### config.mk
export PLATFORM = sky130hd
export DESIGN_NAME = router_port
export DESIGN_NICKNAME = d
export VERILOG_FILES = /design/src/rtl/noc_pkg.sv /design/src/rtl/pkt_buffer.sv /design/src/rtl/router_port.sv
export SDC_FILE = /design/constraint.sdc
export NUM_CORES = 1
export LEC_CHECK = 0
export ABC_AREA = 1
export ABC_CLOCK_PERIOD_IN_PS = 2600
export BUFFER_PORTS_ARGS = -buffer_cell sky130_fd_sc_hd__buf_2
export CORE_UTILIZATION = 51
export CTS_CLUSTER_DIAMETER = 40
export CTS_CLUSTER_SIZE = 10
export DETAILED_ROUTE_END_ITERATION = 12
export HOLD_SLACK_MARGIN = 0.05
export PLACE_DENSITY = 0.76
export SETUP_SLACK_MARGIN = 0.4
export SYNTH_ARGS = -nofsm -noshare
export SYNTH_HDL_FRONTEND = slang
export SYNTH_SLANG_ARGS = --single-unit
### constraint.sdc
create_clock -name clock -period 2.6 [get_ports clock]
set_input_delay 0.52 -clock clock [delete_from_list [all_inputs] [get_ports clock]]
set_output_delay 0.52 -clock clock [all_outputs]
set_load 0.01 [all_outputs]
### src/rtl/noc_pkg.sv
// noc_pkg: types and constants shared by the node<->router byte-serial link.
//   pkt_t       : 32-bit packet {sourceID, destID, data}
//   PKT_BYTES   : bytes per packet on the serial link
//   tx_state_t  : outbound serializer states
//   pkt_byte()  : byte N of a packet in wire order
package noc_pkg;

  typedef struct packed {
    logic [3:0]  sourceID;
    logic [3:0]  destID;
    logic [23:0] data;
  } pkt_t;

  localparam int PKT_BYTES = 4;

  typedef enum logic [2:0] {
    TX_IDLE,
    TX_SEND0,
    TX_SEND1,
    TX_SEND2,
    TX_SEND3,
    TX_GAP
  } tx_state_t;

  // Wire order: byte0 = {sourceID, destID}, then data MSB first.
  function automatic logic [7:0] pkt_byte(input pkt_t p, input logic [1:0] idx);
    logic [7:0] b;
    case (idx)
      2'd0:    b = {p.sourceID, p.destID};
      2'd1:    b = p.data[23:16];
      2'd2:    b = p.data[15:8];
      default: b = p.data[7:0];
    endcase
    return b;
  endfunction

endpackage

### src/rtl/pkt_buffer.sv
// pkt_buffer: small FIFO of pkt_t entries with a combinational head.
//   clock, reset_b : clock, asynchronous active-low reset
//   push, push_pkt : write an entry (ignored when full)
//   pop            : drop the head entry (ignored when empty)
//   head           : oldest entry, all-zero when empty
//   used           : number of valid entries 0..DEPTH
//   full, empty    : occupancy flags
module pkt_buffer
  import noc_pkg::*;
#(
  parameter  int DEPTH = 2,
  localparam int UW    = $clog2(DEPTH + 1),
  localparam int PW    = (DEPTH > 1) ? $clog2(DEPTH) : 1
) (
  input  logic          clock,
  input  logic          reset_b,
  input  logic          push,
  input  pkt_t          push_pkt,
  input  logic          pop,
  output pkt_t          head,
  output logic [UW-1:0] used,
  output logic          full,
  output logic          empty
);

  localparam logic [UW-1:0] DEPTH_U = UW'(DEPTH);
  localparam logic [PW-1:0] LAST    = PW'(DEPTH - 1);

  pkt_t          mem [DEPTH];
  logic [PW-1:0] wr_ptr;
  logic [PW-1:0] rd_ptr;
  logic          do_push;
  logic          do_pop;

  assign full    = (used == DEPTH_U);
  assign empty   = (used == '0);
  assign do_push = push && !full;
  assign do_pop  = pop && !empty;
  assign head    = empty ? pkt_t'('0) : mem[rd_ptr];

  // Storage carries data only; occupancy alone decides what is valid.
  always_ff @(posedge clock) begin
    if (do_push) mem[wr_ptr] <= push_pkt;
  end

  always_ff @(posedge clock or negedge reset_b) begin
    if (!reset_b) begin
      wr_ptr <= '0;
      rd_ptr <= '0;
      used   <= '0;
    end else begin
      if (do_push) wr_ptr <= (wr_ptr == LAST) ? '0 : wr_ptr + 1'b1;
      if (do_pop)  rd_ptr <= (rd_ptr == LAST) ? '0 : rd_ptr + 1'b1;
      case ({do_push, do_pop})
        2'b10:   used <= used + 1'b1;
        2'b01:   used <= used - 1'b1;
        default: used <= used;
      endcase
    end
  end

endmodule

### src/rtl/router_port.sv
// router_port: router-side endpoint of the node<->router byte-serial link.
//   clock, reset_b      : clock, asynchronous active-low reset
//   put_from_node,
//   payload_from_node   : inbound byte stream from the node
//   free_to_node        : node may start an inbound packet this cycle
//   put_to_node,
//   payload_to_node     : outbound byte stream to the node (0 when idle)
//   free_from_node      : node can accept the start of an outbound packet
//   rx_pkt/rx_valid/
//   rx_ready            : buffered inbound packets to the router core
//   tx_pkt/tx_valid/
//   tx_ready            : outbound packets from the router core
//   proto_err           : sticky flag, node broke the inbound handshake
module router_port
  import noc_pkg::*;
#(
  parameter int RXDEPTH = 2
) (
  input  logic       clock,
  input  logic       reset_b,
  input  logic       put_from_node,
  input  logic [7:0] payload_from_node,
  output logic       free_to_node,
  output logic       put_to_node,
  output logic [7:0] payload_to_node,
  input  logic       free_from_node,
  output pkt_t       rx_pkt,
  output logic       rx_valid,
  input  logic       rx_ready,
  input  pkt_t       tx_pkt,
  input  logic       tx_valid,
  output logic       tx_ready,
  output logic       proto_err
);

  localparam int UW = $clog2(RXDEPTH + 1);

  logic [1:0]    byte_cnt;
  logic [23:0]   rx_hold;
  logic          proto_err_q;
  logic          rx_push;
  pkt_t          rx_push_pkt;
  logic          rx_pop;
  logic [UW-1:0] rx_used;
  logic          rx_full;
  logic          rx_empty;

  tx_state_t     tx_state;
  tx_state_t     tx_state_nxt;
  pkt_t          tx_lat;
  logic          tx_load;

  // ---- inbound deserializer ----
  // Only registered state feeds free_to_node, so the node never sees a
  // combinational path from its own put. Space is reserved before byte0
  // is accepted, which is why the push below can never overflow.
  assign free_to_node = (byte_cnt == 2'd0) && !rx_full;
  assign rx_push      = (byte_cnt == 2'd3) && put_from_node;
  assign rx_push_pkt  = pkt_t'({rx_hold, payload_from_node});
  assign proto_err    = proto_err_q;

  always_ff @(posedge clock or negedge reset_b) begin
    if (!reset_b) begin
      byte_cnt    <= 2'd0;
      rx_hold     <= '0;
      proto_err_q <= 1'b0;
    end else begin
      case (byte_cnt)
        2'd0: begin
          if (put_from_node) begin
            if (free_to_node) begin
              rx_hold[23:16] <= payload_from_node;
              byte_cnt       <= 2'd1;
            end else begin
              proto_err_q <= 1'b1;
            end
          end
        end
        2'd1: begin
          rx_hold[15:8] <= payload_from_node;
          if (put_from_node) begin
            byte_cnt <= 2'd2;
          end else begin
            proto_err_q <= 1'b1;
            byte_cnt    <= 2'd0;
          end
        end
        2'd2: begin
          rx_hold[7:0] <= payload_from_node;
          if (put_from_node) begin
            byte_cnt <= 2'd3;
          end else begin
            proto_err_q <= 1'b1;
            byte_cnt    <= 2'd0;
          end
        end
        default: begin
          byte_cnt <= 2'd0;
          if (!put_from_node) proto_err_q <= 1'b1;
        end
      endcase
    end
  end

  // ---- inbound buffer ----
  assign rx_pop   = rx_ready && !rx_empty;
  assign rx_valid = (rx_used != '0);

  pkt_buffer #(
    .DEPTH (RXDEPTH)
  ) u_rx_buf (
    .clock    (clock),
    .reset_b  (reset_b),
    .push     (rx_push),
    .push_pkt (rx_push_pkt),
    .pop      (rx_pop),
    .head     (rx_pkt),
    .used     (rx_used),
    .full     (rx_full),
    .empty    (rx_empty)
  );

  // ---- outbound serializer ----
  always_ff @(posedge clock or negedge reset_b) begin
    if (!reset_b) begin
      tx_state <= TX_IDLE;
      tx_lat   <= '0;
    end else begin
      tx_state <= tx_state_nxt;
      if (tx_load) tx_lat <= tx_pkt;
    end
  end

  // SEND0 waits for the node to be free; once byte0 is out the remaining
  // bytes follow unconditionally, and GAP gives the node a cycle to present
  // the packet it has just assembled.
  always_comb begin
    tx_state_nxt    = tx_state;
    tx_ready        = 1'b0;
    tx_load         = 1'b0;
    put_to_node     = 1'b0;
    payload_to_node = 8'h00;
    case (tx_state)
      TX_IDLE: begin
        tx_ready = 1'b1;
        if (tx_valid) begin
          tx_load      = 1'b1;
          tx_state_nxt = TX_SEND0;
        end
      end
      TX_SEND0: begin
        put_to_node = free_from_node;
        if (free_from_node) begin
          payload_to_node = pkt_byte(tx_lat, 2'd0);
          tx_state_nxt    = TX_SEND1;
        end
      end
      TX_SEND1: begin
        put_to_node     = 1'b1;
        payload_to_node = pkt_byte(tx_lat, 2'd1);
        tx_state_nxt    = TX_SEND2;
      end
      TX_SEND2: begin
        put_to_node     = 1'b1;
        payload_to_node = pkt_byte(tx_lat, 2'd2);
        tx_state_nxt    = TX_SEND3;
      end
      TX_SEND3: begin
        put_to_node     = 1'b1;
        payload_to_node = pkt_byte(tx_lat, 2'd3);
        tx_state_nxt    = TX_GAP;
      end
      TX_GAP: begin
        tx_state_nxt = TX_IDLE;
      end
      default: begin
        tx_state_nxt = TX_IDLE;
      end
    endcase
  end

endmodule
==> results.txt <==
----------------------------------------------------
[Run status]
  Result of the run ... finished clean

[Final layout]
  Fraction of layout instances using a drive strength above 1 ... 0.3343
  Final net count ... 722
  Final cell count without fillers ... 824
  Number of fill cells ... 754
  Count of inserted antenna diode cells ... 0
  Cell area after layout ... 0.007238 mm^2
  Area Overhead vs Synth ... 30.15%

[Flow run]
  Number of max-cap violations ... 0

[CTS]
  Max clock buf depth ... 2
  Clock latency reported for the late side of the worst-skew pair ... 0.52 ns
  Clock tree from TritonCTS ... built
  Number of sinks driven by the clock tree ... 130
  TritonCTS Buffers ... 17
  Root Buffer ... sky130_fd_sc_hd__clkbuf_8
  H-tree depth ... 4
  Clock-pin transition on the worst setup and hold timing paths ... 0.06 ns

[STA]
  RSZ-0062 raised after global routing ... true
  Total negative slack ... 0 ns
  Worst slack on hold paths ... 0.2033 ns
  Final setup fails ... 0
  Final critical-path required period ... 2.308 ns
  Actual transition at the worst max-transition pin ... 0.7058 ns
  Max Clk Rate ... 433.3 MHz
  Final worst-path cycle share ... 0.8876
  Total count of hold-check failures in the final report ... 0
  Final Max Tran Viols ... 0
  Tightest slew margin relative to the limit ... 0.5294
  Layout Skew ... 0.01651 ns

[GRT]
  Total global routing overflow ... 0
  Wire length of the first global-routing pass ... 19950 um
  Total GRT Usage ... 0.2320
  Initial antenna violation count ... 0
  Largest net degree at the start of global routing ... 45
  Vias in the first global route ... 4261

[Critical path]
  Series of cell instances along the critical path ... clkbuf_16 -> nand2_1 -> a21oi_2 -> buf_2
  Category of the most critical setup path ... flop to output pin
  Startpoint of the worst-slack reg-to-reg timing path ... u_rx_buf.used[1]$_DFFE_PN0P_
  Endpoint class of the critical path ... output pin
  Capture instance of the worst register-to-register path ... u_rx_buf.used[1]$_DFFE_PN0P_
  Slowest library cell on the worst path ... sky130_fd_sc_hd__dfrtp_4
  Critical path startpoint category ... flop
  Worst Reg2Reg Path Length in Cells ... 8
  Largest fanout on the critical path ... 8
  WP data required ... 2.08 ns
  Delay of the slowest critical-path stage ... 0.61 ns
  Worst path arrival time ... 1.79 ns
  Flop-to-flop setup slack ... 0.77 ns

[Synthesis]
  Cell count after synthesis ... 564
  Number of warnings issued by yosys ... 0
  Compound-gate portion of the synthesized area ... 0.09269
  Syn Std Cell Area ... 0.005562 mm^2
  Sequential area share after synthesis ... 0.6425
  Multiplexer area fraction after synthesis ... 0
  Number of synthesized register bits ... 130
  Post-Syn Area per Cell ... 9.861 um^2
  Number of nets produced by synthesis ... 611
  Post-synthesis xor/xnor area fraction ... 0.003150
  Synth unique cells ... 26
  Adder-cell area share of the yosys netlist ... 0.002250
  Dominant combinational cell family by area after synthesis ... simple AND/OR/NAND/NOR gates
  Simple-gate share of the synthesized area ... 0.1746

[Drt]
  Routed via count divided by cell count ... 5.284
  DR WL/cell ... 16.63 um
  Vias post-DR ... 4354
  Post-DRT Antenna Nets ... 0
  Initial DRT Pass Iterations ... 7
  Iter 0 DRT Violations ... 253
  Final wirelength ... 13700 um
  Drc violations ... 0

[Hold path]
  Worst min-delay path endpoint ... u_rx_buf.mem[1][4]$_DFFE_PP_
  Worst hold path type ... input pin to flop
  Worst Min Path Start ... payload_from_node[4]
  Hold Path Stages ... 1

[Floorplanning]
  DIE HEIGHT ... 106.4 um
  Number of top-level pins ... 91
  Placement row count ... 37
  Chip width ... 106.4 um
  Die Footprint ... 0.01133 mm^2
  Core ar. ... 0.01046 mm^2
  Starting density of the core ... 0.5316

[Pwr]
  Total Power Consumption ... 8.909 mW
  Leakage component of the power ... 3.451 nW
  VDD IR-drop max ... 0.7894 mV
  Power density cells ... 1231 mW/mm^2

[Placed design]
  Placed wire-length estimate after detailed placement ... 7645 um
  Placed cells ... 766
  Post-detailed-placement cell area ... 0.006088 mm^2
  Routability congestion estimate from global placement ... 0.8827
  Count of buffers inserted at the top-level ports ... 90

----------------------------------------------------
## cells in the final DEF (no fill, tap or decap), types with 3 or more instances in the layout
cell | Yosys | routed
sky130_fd_sc_hd__edfxtp_1 | 64 | 64
sky130_fd_sc_hd__bufinv_16 | 0 | 3
sky130_fd_sc_hd__clkinv_4 | 0 | 4
sky130_fd_sc_hd__inv_1 | 76 | 73
sky130_fd_sc_hd__inv_2 | 6 | 6
sky130_fd_sc_hd__nor2_1 | 9 | 7
sky130_fd_sc_hd__a21oi_2 | 0 | 26
sky130_fd_sc_hd__nand4_1 | 20 | 20
sky130_fd_sc_hd__a21oi_1 | 32 | 6
sky130_fd_sc_hd__clkbuf_16 | 0 | 20
sky130_fd_sc_hd__nand3_1 | 20 | 20
sky130_fd_sc_hd__nor2_4 | 1 | 4
sky130_fd_sc_hd__o21ai_2 | 16 | 16
sky130_fd_sc_hd__buf_12 | 0 | 3
sky130_fd_sc_hd__dfrtp_1 | 66 | 62
sky130_fd_sc_hd__clkinvlp_4 | 0 | 5
sky130_fd_sc_hd__buf_2 | 20 | 89
sky130_fd_sc_hd__nand2_4 | 0 | 10
sky130_fd_sc_hd__buf_4 | 2 | 18
sky130_fd_sc_hd__o21ai_1 | 41 | 41
sky130_fd_sc_hd__nand2_1 | 169 | 153
sky130_fd_sc_hd__buf_6 | 2 | 3
sky130_fd_sc_hd__nand2_2 | 0 | 6
## what timing repair did
item	CTS	global route
gates cloned	3	6
endpoints found under the hold margin	22	0
hold buffers	1	0
setup buffers	11	5
resized for setup	19	68
pin swaps	2	28
endpoints found under the setup margin	42	42
## area by class of cell
class | count | area (um^2) | share of cell area
clock buffers | 18 | 417.9 | 0.05774
multi-input cells | 322 | 1730 | 0.2391
flip-flops and latches | 130 | 3583 | 0.4951
clock inverters | 14 | 178.9 | 0.02472
repair buffers | 119 | 799.5 | 0.1105
inverters | 82 | 326.6 | 0.04512
well taps | 136 | 170.2 | 0.02351
repair inverters | 3 | 31.28 | 0.004322
## routing by layer
layer,GRT usage,vias up,wire length [um]
met5,0,-,0
met4,0.1047,0,340
met3,0.05028,26,860
met2,0.4007,209,7129
met1,0.2781,2058,5372
li1,-,2061,-
## how the worst max path moves through the flow
stage | startpoint | to | slack [ns] | cells after the start
global placement | tx_state[0]$_DFFE_PN0P_ | payload_to_node[2] | 0.59 | 7
CTS | tx_state[2]$_DFFE_PN0P_ | payload_to_node[3] | 0.38 | 6
finish | u_rx_buf.rd_ptr$_DFFE_PN0P_ | rx_pkt[31] | 0.29 | 4
global route | u_rx_buf.rd_ptr$_DFFE_PN0P_ | rx_pkt[31] | 0.22 | 4
floorplan | u_rx_buf.used[0]$_DFFE_PN0P_ | u_rx_buf.mem[1][0]$_DFFE_PP_ | 0.64 | 4
detailed placement | tx_state[0]$_DFFE_PN0P_ | payload_to_node[2] | 0.53 | 7
## worst max-delay path, delay by kind of cell (launching register included)
kind / cells / cell delay (ns)
flops: 1 / 0.61
buf+inv: 2 / 0.39
compound gates: 1 / 0.17
simple gates: 1 / 0.08
## report_power, final
part	total, mW	internal, mW	leakage [nW]	switching, mW
clock network	2.39	1.47	0.288	0.914
logic	3.25	1.32	1.77	1.93
registers	3.27	2.80	1.39	0.474
total	8.91	5.59	3.45	3.32
## Yosys cell counts (all sizes together)
library cell	instances	area [um^2]
nand3b	2	15.01
nand4	20	125.1
nor2	11	51.30
inv	82	307.8
clkbuf	7	26.28
edfxtp	64	1922
nand3	22	127.6
nand2	169	634.4
nor3	1	5.000
or2	2	12.51
buf	24	137.6
xor2	1	8.760
a21oi	32	160.2
dfrtp	66	1652
xnor2	1	8.760
o21ai	59	355.3
ha	1	12.51
## sequential cells by signal, summed over array words and instances, names as in the netlist
| name | flops |
|---|---|
| byte_cnt | 2 |
| u_rx_buf.rd_ptr | 1 |
| proto_err | 1 |
| u_rx_buf.mem | 64 |
| tx_state | 3 |
| tx_lat | 32 |
| u_rx_buf.wr_ptr | 1 |
| u_rx_buf.used | 2 |
| rx_hold | 24 |
## stage by stage
stage,worst slack (ns),utilization
after global routing,0.2190,0.6918
after detailed placement,0.5323,0.5819
after CTS,0.3845,0.6539
after floorplan,0.6354,-
final,0.2922,0.6918
after global placement,0.5910,0.5819
## cell families after synthesis
kind of cell | after synthesis
simple gates | 227
flops | 130
buf+inv | 113
compound gates | 91
xor+xnor | 2
fa+ha+maj | 1
Note: power is estimated with default switching activity, not from simulation.
